**config.mk**
```make
export PLATFORM = sky130hd
export DESIGN_NAME = frame_sync
export DESIGN_NICKNAME = d
export VERILOG_FILES = /design/src/rtl/frame_pkg.sv /design/src/rtl/sync_corr.sv /design/src/rtl/frame_sync.sv
export SDC_FILE = /design/constraint.sdc
export NUM_CORES = 1
export LEC_CHECK = 0
export ABC_AREA = 1
export BUFFER_PORTS_ARGS = -buffer_cell sky130_fd_sc_hd__buf_2
export CORE_MARGIN = 5
export CORE_UTILIZATION = 60
export CTS_BUF_LIST = sky130_fd_sc_hd__clkbuf_2 sky130_fd_sc_hd__clkbuf_4 sky130_fd_sc_hd__clkbuf_8
export CTS_CLUSTER_SIZE = 16
export DETAILED_ROUTE_END_ITERATION = 10
export PLACE_DENSITY = 0.88
export SYNTH_ARGS = -nofsm -noshare
export SYNTH_HDL_FRONTEND = slang
export SYNTH_HIERARCHICAL = 1
export SYNTH_SLANG_ARGS = --single-unit
```
**constraint.sdc**
```tcl
create_clock -name clk -period 2 [get_ports clk]
set_input_delay 0.6 -clock clk [delete_from_list [all_inputs] [get_ports clk]]
set_output_delay 0.6 -clock clk [all_outputs]
set_load 0.005 [all_outputs]
```
**src/rtl/frame_pkg.sv**
```systemverilog
// ---------------------------------------------------------------------------
// frame_pkg
// Constants and types shared by the receive frame synchroniser, the transmit
// framer and the 4x4 block deinterleaver.
//   fs_state_e     : synchroniser FSM encoding (HUNT / VERIFY / LOCK)
//   *_DEF          : default frame geometry and lock thresholds
//   SYNC_TOL       : mismatch budget used when FRAME_SYNC_TOL_EN is defined
//   frame_len()    : total frame length (payload + sync field) in bits
// ---------------------------------------------------------------------------
package frame_pkg;

  typedef enum logic [1:0] {
    HUNT   = 2'd0,
    VERIFY = 2'd1,
    LOCK   = 2'd2
  } fs_state_e;

  localparam int          SYNC_LEN_DEF  = 16;
  localparam logic [15:0] SYNC_WORD_DEF = 16'hEB90;  // MSB goes on air first
  localparam int          BLK_LEN_DEF   = 16;        // one 4x4 interleaver block
  localparam int          PAY_BLKS_DEF  = 4;
  localparam int          VERIFY_N_DEF  = 2;
  localparam int          LOSS_N_DEF    = 3;

  // Bit errors tolerated in a sync word once the frame position is known.
  localparam int          SYNC_TOL      = 1;

  // Payload first, sync field last: the sync check point closes the frame.
  function automatic int frame_len(input int pay_blks, input int blk_len,
                                   input int sync_len);
    return pay_blks * blk_len + sync_len;
  endfunction

endpackage

```
**src/rtl/sync_corr.sv**
```systemverilog
// ---------------------------------------------------------------------------
// sync_corr
// Combinational sync-word correlator.
//   cand_i      in  SYNC_LEN  candidate word, oldest bit in the MSB
//   sync_word_i in  SYNC_LEN  reference sync pattern
//   exact_o     out 1         cand_i equals sync_word_i bit for bit
//   tol_hit_o   out 1         with FRAME_SYNC_TOL_EN: popcount(cand ^ sync)
//                             <= SYNC_TOL; without it: same as exact_o
// Configuration macro: FRAME_SYNC_TOL_EN (builds the popcount tree).
// ---------------------------------------------------------------------------
module sync_corr
  import frame_pkg::*;
#(
  parameter int SYNC_LEN = SYNC_LEN_DEF
) (
  input  logic [SYNC_LEN-1:0] cand_i,
  input  logic [SYNC_LEN-1:0] sync_word_i,
  output logic                exact_o,
  output logic                tol_hit_o
);

  assign exact_o = (cand_i == sync_word_i);

`ifdef FRAME_SYNC_TOL_EN
  localparam int MW = $clog2(SYNC_LEN + 1);

  logic [SYNC_LEN-1:0] diff;
  logic [MW-1:0]       mism;

  always_comb begin
    diff = cand_i ^ sync_word_i;
    mism = '0;
    for (int i = 0; i < SYNC_LEN; i++) begin
      mism = mism + MW'(diff[i]);
    end
  end

  assign tol_hit_o = (mism <= MW'(SYNC_TOL));
`else
  // No tolerance: a hit is an exact match and no popcount is built.
  assign tol_hit_o = exact_o;
`endif

endmodule

```
**src/rtl/frame_sync.sv**
```systemverilog
// ---------------------------------------------------------------------------
// frame_sync
// Receive-side frame synchroniser feeding the 4x4 block deinterleaver.
// Finds the sync word in the raw bit stream, confirms it over VERIFY_N
// frames, then forwards only payload bits, flagging the first bit of every
// BLK_LEN block. Frame layout (cnt): 0..PAY_LEN-1 payload, then SYNC_LEN
// sync bits; cnt == FRAME_LEN-1 is the sync check point.
//
// Ports
//   clk          in  1  one input bit per rising edge
//   rst          in  1  asynchronous reset, active-high
//   data_i       in  1  serial received hard-decision bit
//   data_o       out 1  data_i delayed by one clock
//   valid_o      out 1  data_o is a payload bit of a locked frame
//   blk_start_o  out 1  data_o is bit 0 of a block (only with valid_o)
//   locked_o     out 1  FSM is (entering / staying) in LOCK
//   sync_miss_o  out 1  one-cycle pulse: sync missing at a LOCK check point
//   state_o      out 2  debug view of the FSM state (fs_state_e encoding)
//
// Stream semantics: valid_o is a pure strobe with no ready/back-pressure;
// a bit is consumed downstream on every cycle valid_o is high, and valid_o
// only changes on frame boundaries (or reset), so whole blocks are delivered.
//
// Configuration macro: FRAME_SYNC_TOL_EN -- VERIFY/LOCK accept up to
// SYNC_TOL bit errors in the sync word; HUNT always needs an exact match.
// ---------------------------------------------------------------------------
module frame_sync
  import frame_pkg::*;
#(
  parameter int                SYNC_LEN  = SYNC_LEN_DEF,
  parameter logic [SYNC_LEN-1:0] SYNC_WORD = SYNC_WORD_DEF,
  parameter int                BLK_LEN   = BLK_LEN_DEF,
  parameter int                PAY_BLKS  = PAY_BLKS_DEF,
  parameter int                VERIFY_N  = VERIFY_N_DEF,
  parameter int                LOSS_N    = LOSS_N_DEF
) (
  input  logic       clk,
  input  logic       rst,
  input  logic       data_i,
  output logic       data_o,
  output logic       valid_o,
  output logic       blk_start_o,
  output logic       locked_o,
  output logic       sync_miss_o,
  output logic [1:0] state_o
);

  localparam int PAY_LEN   = PAY_BLKS * BLK_LEN;
  localparam int FRAME_LEN = frame_len(PAY_BLKS, BLK_LEN, SYNC_LEN);
  localparam int CNT_W     = $clog2(FRAME_LEN);
  localparam int HIT_W     = $clog2(VERIFY_N + 1);
  localparam int MISS_W    = $clog2(LOSS_N + 1);

  // -------------------------------------------------------------------------
  // State
  // -------------------------------------------------------------------------
  fs_state_e           state_q, state_d;
  logic [CNT_W-1:0]    cnt_q, cnt_d;
  logic [HIT_W-1:0]    hits_q, hits_d;
  logic [MISS_W-1:0]   misses_q, misses_d;
  // Only the previous SYNC_LEN-1 bits are ever needed: the current bit
  // comes straight from data_i to complete the candidate word.
  logic [SYNC_LEN-2:0] sr_q, sr_d;

  logic data_q, valid_q, blk_q, locked_q, miss_q;
  logic valid_d, blk_d, locked_d, miss_d;

  // -------------------------------------------------------------------------
  // Correlation
  // -------------------------------------------------------------------------
  logic [SYNC_LEN-1:0] cand;
  logic                exact;
  logic                frame_hit;

  assign cand = {sr_q, data_i};
  assign sr_d = cand[SYNC_LEN-2:0];

  sync_corr #(
    .SYNC_LEN (SYNC_LEN)
  ) u_corr (
    .cand_i      (cand),
    .sync_word_i (SYNC_WORD),
    .exact_o     (exact),
    .tol_hit_o   (frame_hit)
  );

  // -------------------------------------------------------------------------
  // Frame position
  // -------------------------------------------------------------------------
  logic             at_chk;
  logic             in_pay;
  logic [CNT_W-1:0] cnt_inc;

  assign at_chk  = (cnt_q == CNT_W'(FRAME_LEN - 1));
  assign in_pay  = (cnt_q < CNT_W'(PAY_LEN));
  assign cnt_inc = at_chk ? '0 : cnt_q + CNT_W'(1);

  // -------------------------------------------------------------------------
  // FSM next state
  // -------------------------------------------------------------------------
  always_comb begin
    state_d  = state_q;
    cnt_d    = cnt_q;
    hits_d   = hits_q;
    misses_d = misses_q;
    miss_d   = 1'b0;

    unique case (state_q)
      HUNT: begin
        // Frame position is unknown, so the counter is parked and every
        // bit is a potential end of sync. Only an exact match acquires.
        cnt_d    = '0;
        hits_d   = '0;
        misses_d = '0;
        if (exact) begin
          state_d = VERIFY;
          hits_d  = HIT_W'(1);
        end
      end

      VERIFY: begin
        cnt_d = cnt_inc;
        if (at_chk) begin
          if (frame_hit) begin
            if (hits_q != HIT_W'(VERIFY_N)) begin
              hits_d = hits_q + HIT_W'(1);
            end
            if (hits_q >= HIT_W'(VERIFY_N - 1)) begin
              state_d  = LOCK;
              misses_d = '0;
            end
          end else begin
            // Candidate alignment was false. The check-point bit itself is
            // not offered to HUNT; searching resumes with the next bit.
            state_d = HUNT;
            cnt_d   = '0;
            hits_d  = '0;
          end
        end
      end

      LOCK: begin
        // Flywheel: the counter keeps running through missed sync words so
        // payload keeps flowing until LOSS_N consecutive misses.
        cnt_d = cnt_inc;
        if (at_chk) begin
          if (frame_hit) begin
            misses_d = '0;
          end else begin
            miss_d = 1'b1;
            if (misses_q != MISS_W'(LOSS_N)) begin
              misses_d = misses_q + MISS_W'(1);
            end
            if (misses_q >= MISS_W'(LOSS_N - 1)) begin
              state_d  = HUNT;
              cnt_d    = '0;
              hits_d   = '0;
              misses_d = '0;
            end
          end
        end
      end

      default: begin
        state_d  = HUNT;
        cnt_d    = '0;
        hits_d   = '0;
        misses_d = '0;
      end
    endcase
  end

  // -------------------------------------------------------------------------
  // Output terms (registered below, one clock after data_i)
  // -------------------------------------------------------------------------
  always_comb begin
    valid_d  = (state_q == LOCK) && in_pay;
    blk_d    = valid_d && ((cnt_q % CNT_W'(BLK_LEN)) == CNT_W'(0));
    locked_d = (state_d == LOCK);
  end

  // -------------------------------------------------------------------------
  // Registers
  // -------------------------------------------------------------------------
  always_ff @(posedge clk or posedge rst) begin
    if (rst) begin
      state_q  <= HUNT;
      cnt_q    <= '0;
      hits_q   <= '0;
      misses_q <= '0;
      sr_q     <= '0;
      data_q   <= 1'b0;
      valid_q  <= 1'b0;
      blk_q    <= 1'b0;
      locked_q <= 1'b0;
      miss_q   <= 1'b0;
    end else begin
      state_q  <= state_d;
      cnt_q    <= cnt_d;
      hits_q   <= hits_d;
      misses_q <= misses_d;
      sr_q     <= sr_d;
      data_q   <= data_i;
      valid_q  <= valid_d;
      blk_q    <= blk_d;
      locked_q <= locked_d;
      miss_q   <= miss_d;
    end
  end

  assign data_o      = data_q;
  assign valid_o     = valid_q;
  assign blk_start_o = blk_q;
  assign locked_o    = locked_q;
  assign sync_miss_o = miss_q;
  assign state_o     = state_q;

endmodule
```
# Yosys cells after proc, flatten, opt, wreduce, memory -nomap -nowiden
# Cells that the tools add are included.
# totals
ff_bits	33
in_bits	3
out_inout_bits	7
word_cells	71
# op_classes
add_sub_neg	3
n_lt_le_gt_ge	3
n_eq_ne	15
muxes	34
n_reduce_logical	6
# ops
op	count
7-bit 2-to-1 mux	6
2-bit 2-to-1 mux	20
16-bit == test, second input constant	1
2-bit != test, second input constant	8
7-bit case mux with 2 select lines	1
2-bit case mux with 3 select lines	2
5-bit AND reduction	2
7-bit by 1-bit adder with 7-bit output, second input constant	1
7-bit == test, second input constant	1
7-bit zero test	1
7-bit less-than comparator, second input constant	1
2-bit by 1-bit adder with 2-bit output, second input constant	2
2-bit == test, second input constant	2
1-bit 2-to-1 mux	4
4-bit != test, second input constant	1
2-bit case mux with 2 select lines	1
3-bit != test, second input constant	1
2-bit by 1-bit == test with 1-bit output, second input constant	1
2-bit by 1-bit >= comparator with 1-bit output, second input constant	1
2-bit >= comparator, second input constant	1
1-bit logical AND	2
2-bit zero test	1

# Depth between registers and ports, before layout
# logic_depth
ltp_word	6
ltp_mapped	15
mapped_depth_nobuf	14

# By module
# Netlist, hierarchy kept.
# modules_own_cells
module	instances	cells_each	area_each_um2	seq_area_each_um2
frame_sync	1	134	1335.0	800.8
sync_corr	1	52	254.0	0.0

# Worst setup path after synthesis
# OpenSTA, ideal clock, no wires.
# synth_path
path_kind	input -> register
from	input port data_i
to	register hits_q[0]
setup_ps	76
arrival_ps	1737
required_ps	1924
setup_slack_ps	186
stages	14
n_path_buf	1
cell_sequence	inv_1 -> nand2_1 -> nand2_1 -> nand2_1 -> nor2_1 -> nand2_1 -> nor2_1 -> buf_4 -> inv_1 -> nand2_1 -> nand2_1 -> o21ai_2 -> nand2_1 -> o21ai_1
# synth_via
elab_chain_len	4
elab_cells_between_ends	8
cone_classes	eq/ne: 3; mux: 4; reduce/logical: 1
# synth_lines
element	line_no	text
from (decl)	frame_sync.sv:39	input logic data_i,
16-bit == test (*)	sync_corr.sv:22	assign exact_o = (cand_i == sync_word_i);
net exact	frame_sync.sv:72	logic exact;
2-bit 2-to-1 mux	frame_sync.sv:124	if (frame_hit) begin
2-bit 2-to-1 mux	frame_sync.sv:123	if (at_chk) begin
2-bit case mux with 3 select lines	frame_sync.sv:108	unique case (state_q)
to (signal assigned)	frame_sync.sv:200	hits_q <= hits_d;
to (decl)	frame_sync.sv:59	logic [HIT_W-1:0] hits_q, hits_d;
# The timed path passes the listed nets; every way through them passes the cells marked *. The select of a mux whose other input is x is not followed.
# A chain may end at the register's enable or synchronous reset.

# Final worst setup path
# layout_path
from	register sr_q[9]
to	register hits_q[1]
# layout_via
elab_chain_len	4
elab_cells_between_ends	7
cone_classes	eq/ne: 3; mux: 3; reduce/logical: 1
# layout_lines
element	line_no	text
from (decl)	frame_sync.sv:63	logic [SYNC_LEN-2:0] sr_q, sr_d;
from (signal assigned)	frame_sync.sv:202	sr_q <= sr_d;
16-bit == test (*)	sync_corr.sv:22	
net exact	frame_sync.sv:72	
2-bit 2-to-1 mux	frame_sync.sv:124	
2-bit 2-to-1 mux	frame_sync.sv:123	
2-bit case mux with 3 select lines	frame_sync.sv:108	
# Marked as above.

==> summary.md <==
| Metric | Value |
|---|---|
| Initial Utilization | 0.636 |
| First-pass GRT wire length | 4720 um |
| TritonRoute pass-1 iters | 4 |
| Setup TNS | 0 ns |
| PD cells | 682 nW/um2 |
| Final-report max-slew violation count | 0 |
| Remaining antenna violation count after routing | 0 |
| Hold/Removal Path Class | in2async |
| Clock sinks | 32 |
| Leakage | 0.952 nW |
| R2R Setup Slk | 0.30 ns |
| # setup viols final | 0 |
| Largest net degree at the start of global routing | 33 |
| RSZ-0062 raised after global routing | false |
| CP most frequent cell | nand2_1 |
| Post-CTS Setup Bufs | 0 |
| Mapped Area | 1590 um2 |
| Fin. Hold Viols | 0 |
| Height of the die | 61.5 um |
| WL final | 2710 um |
| Post-synthesis sequential area ratio | 0.504 |
| Core Area | 2500 um2 |
| Setup slack after placement | 0.0952 ns |
| Layout cells sized above 1 | 0.113 |
| GRT Residual Overflow | 0 |
| CP startpoint kind | register |
| Crit path time final | 1.70 ns |
| Vias | 1187 |
| CTS tree | done |
| Worst reg2reg path depth | 11 |
| Critical Path Source | sr_q[9]$_DFF_PP0_ |
| Crit path max fanout | 5 |
| Number of antenna diodes | 0 |
| Flip-flop and latch count after synthesis | 32 |
| WHS | 0.310 ns |
| Post-CTS Resized | 0 |
| Hold Buf Count CTS | 0 |
| IO Count | 10 |
| CP Buf/Inv Count | 1 |
| Post-DP HPWL | 1910 um |
| CTS Buf Count | 5 |
| WP data arrival | 1.97 ns |
| CP max stage delay | 0.40 ns |
| Initial antenna violation count | 0 |
| FF-to-FF Start | sr_q[9]$_DFF_PP0_ |
| Clock transition at path regs | 0.10 ns |
| # rows | 18 |
| EDFF count, synth | 0 |
| Synth Flop Type | dfrtp_1 |
| Syn_area_per_cell | 8.54 um2 |
| Yosys synthesis warning count | 6 |
| Vias per Instance | 4.71 |
| Worst-Skew Late Latency | 0.35 ns |
| CP max-delay cell | dfrtp_1 |
| Skew final | 0.00956 ns |
| Area grow syn2layout | 14.9% |
| Vias in the first global route | 1144 |
| Ys async rst share | 1.00 |
| CP top delay family | simple AND/OR/NAND/NOR gates |
| Cells after synthesis | 186 |
| Cells along the critical path | xnor2_1, nand2_1, nor2_1, nand2_1, nor2_1, inv_1, nand2_1, nand2_1, o21ai_2, nand2_1, o21ai_1 |
| Cell variety after synth | 24 |
| Drt drc | 0 |
| Layout fillers | 178 |
| Initial drt markers | 20 |
| Final Net Count | 232 |
| Peak supply drop | 0.000672 V |
| Die Width | 61.5 um |
| Total GRT Usage | 0.182 |
| Fin crit share | 0.850 |
| DR WL/cell | 10.7 um |
| CP endpoint kind | register |
| Max-Cap Viols | 0 |
| H-tree levels | 2 |
| Deepest clock path buffer count | 2 |
| Reg2Reg Capture Point | hits_q[1]$_DFFE_PP0P_ |
| Critical path class | reg2reg |
| Critical path depth | 11 |
| PortBufs | 9 |
| GPL Wtd Cong | 0.846 |
| Final worst slack | 0.299 ns |
| Status | completed |
| Peak Freq | 0.588 GHz |
| Die area | 3780 um2 |
| Req. time, crit path | 2.27 ns |
| Clock Tree Root | clkbuf_4 |
| Crit path to | hits_q[1]$_DFFE_PP0P_ |
cell usage in the layout, fill, tap and decap left out, types with 2 or more instances in the layout:
cell       n
conb_1    21
nor3_1     3
xor2_1     2
buf_2      9
o21ai_0    2
buf_4      2
nor2_2     2
ha_1       8
nand3_1   12
a21oi_1    4
clkbuf_4   6
nand2_1   45
nor2_1    18
o21ai_1    6
dfrtp_1   32
inv_1     28
xnor2_1   11
nand4_1    2
where the power goes:
group          switching [mW]  internal [mW]
combinational          0.0377         0.0269
sequential             0.0112          0.662
clock                   0.232          0.275
state kept, by name, summed over array words and instances, names as in the netlist:
name and flops:
blk_start_o 1, cnt_q 7, hits_q 2, locked_o 1, misses_q 2, sr_q 15, state_o 2, sync_miss_o 1
valid_o 1
synth_stat cells (all sizes together) (2+ instances only):
cell type | n | area share
nor3 | 3 | 0.0094
conb | 2 | 0.0047
nand4 | 2 | 0.0079
xnor2 | 11 | 0.061
dfrtp | 32 | 0.50
a21oi | 4 | 0.013
inv | 29 | 0.069
nor2 | 21 | 0.057
xor2 | 2 | 0.011
ha | 8 | 0.063
nand2 | 46 | 0.11
o21ai | 9 | 0.031
nand3 | 12 | 0.038
area by class of cell:
| class | instances | area [um2] | area share |
|---|---|---|---|
| Timing Repair Buffer | 11 | 60.1 | 0.0329 |
| Tap cell | 30 | 37.5 | 0.0206 |
| Inverter | 29 | 109 | 0.0596 |
| Clock buffer | 6 | 45.0 | 0.0247 |
| Sequential cell | 32 | 801 | 0.439 |
| Clock inverter | 2 | 35.0 | 0.0192 |
| Multi-Input combinational cell | 142 | 738 | 0.404 |
worst reg2reg max path, delay by kind of cell, from the launching register on:
kind / cells / cell delay [ns]
and+or+nand+nor: 7 / 0.72
xor gates and xnor gates: 1 / 0.13
AOI/OAI and AO/OA: 2 / 0.27
buffers and inverters: 1 / 0.10
DFF: 1 / 0.40
metrics by stage:
step	power (mW)	instance area, um2	utilization	std cells
6_report	1.25	1830	0.730	252
5_1_grt	1.29	1830	0.730	252
4_1_cts	1.25	1830	0.730	252
3_5_place_dp	0.751	1750	0.698	244
3_3_place_gp	0.748	1750	0.698	244
2_1_floorplan	0.735	1660	-	205
per-layer routing:
metal / track usage / vias up / share of wire
met1: 0.212 / 529 / 0.46
met4: 0.0939 / 0 / 0.022
met2: 0.282 / 30 / 0.46
met3: 0.0818 / 7 / 0.057
li1: - / 621 / -
met5: 0 / - / 0
how the worst min path moves through the flow:
stage / startpoint / endpoint / slack, ns
floorplan: sr_q[9]$_DFF_PP0_ / sr_q[10]$_DFF_PP0_ / 0.37
global placement: sr_q[9]$_DFF_PP0_ / sr_q[10]$_DFF_PP0_ / 0.38
detailed placement: sr_q[9]$_DFF_PP0_ / sr_q[10]$_DFF_PP0_ / 0.38
CTS: rst / misses_q[1]$_DFFE_PP0P_ / 0.32
global route: rst / sr_q[6]$_DFF_PP0_ / 0.36
finish: rst / sr_q[12]$_DFF_PP0_ / 0.31
kinds of logic after synthesis:
family / after synthesis / share of synthesized area
compound gates: 15 / 0.0535
xor+xnor: 13 / 0.0717
fa+ha+maj: 8 / 0.0630
buf+inv: 31 / 0.0764
flops: 32 / 0.504
other cells: 2 / 0.00473
simple gates: 85 / 0.227
(Power assumes the default switching activity.)
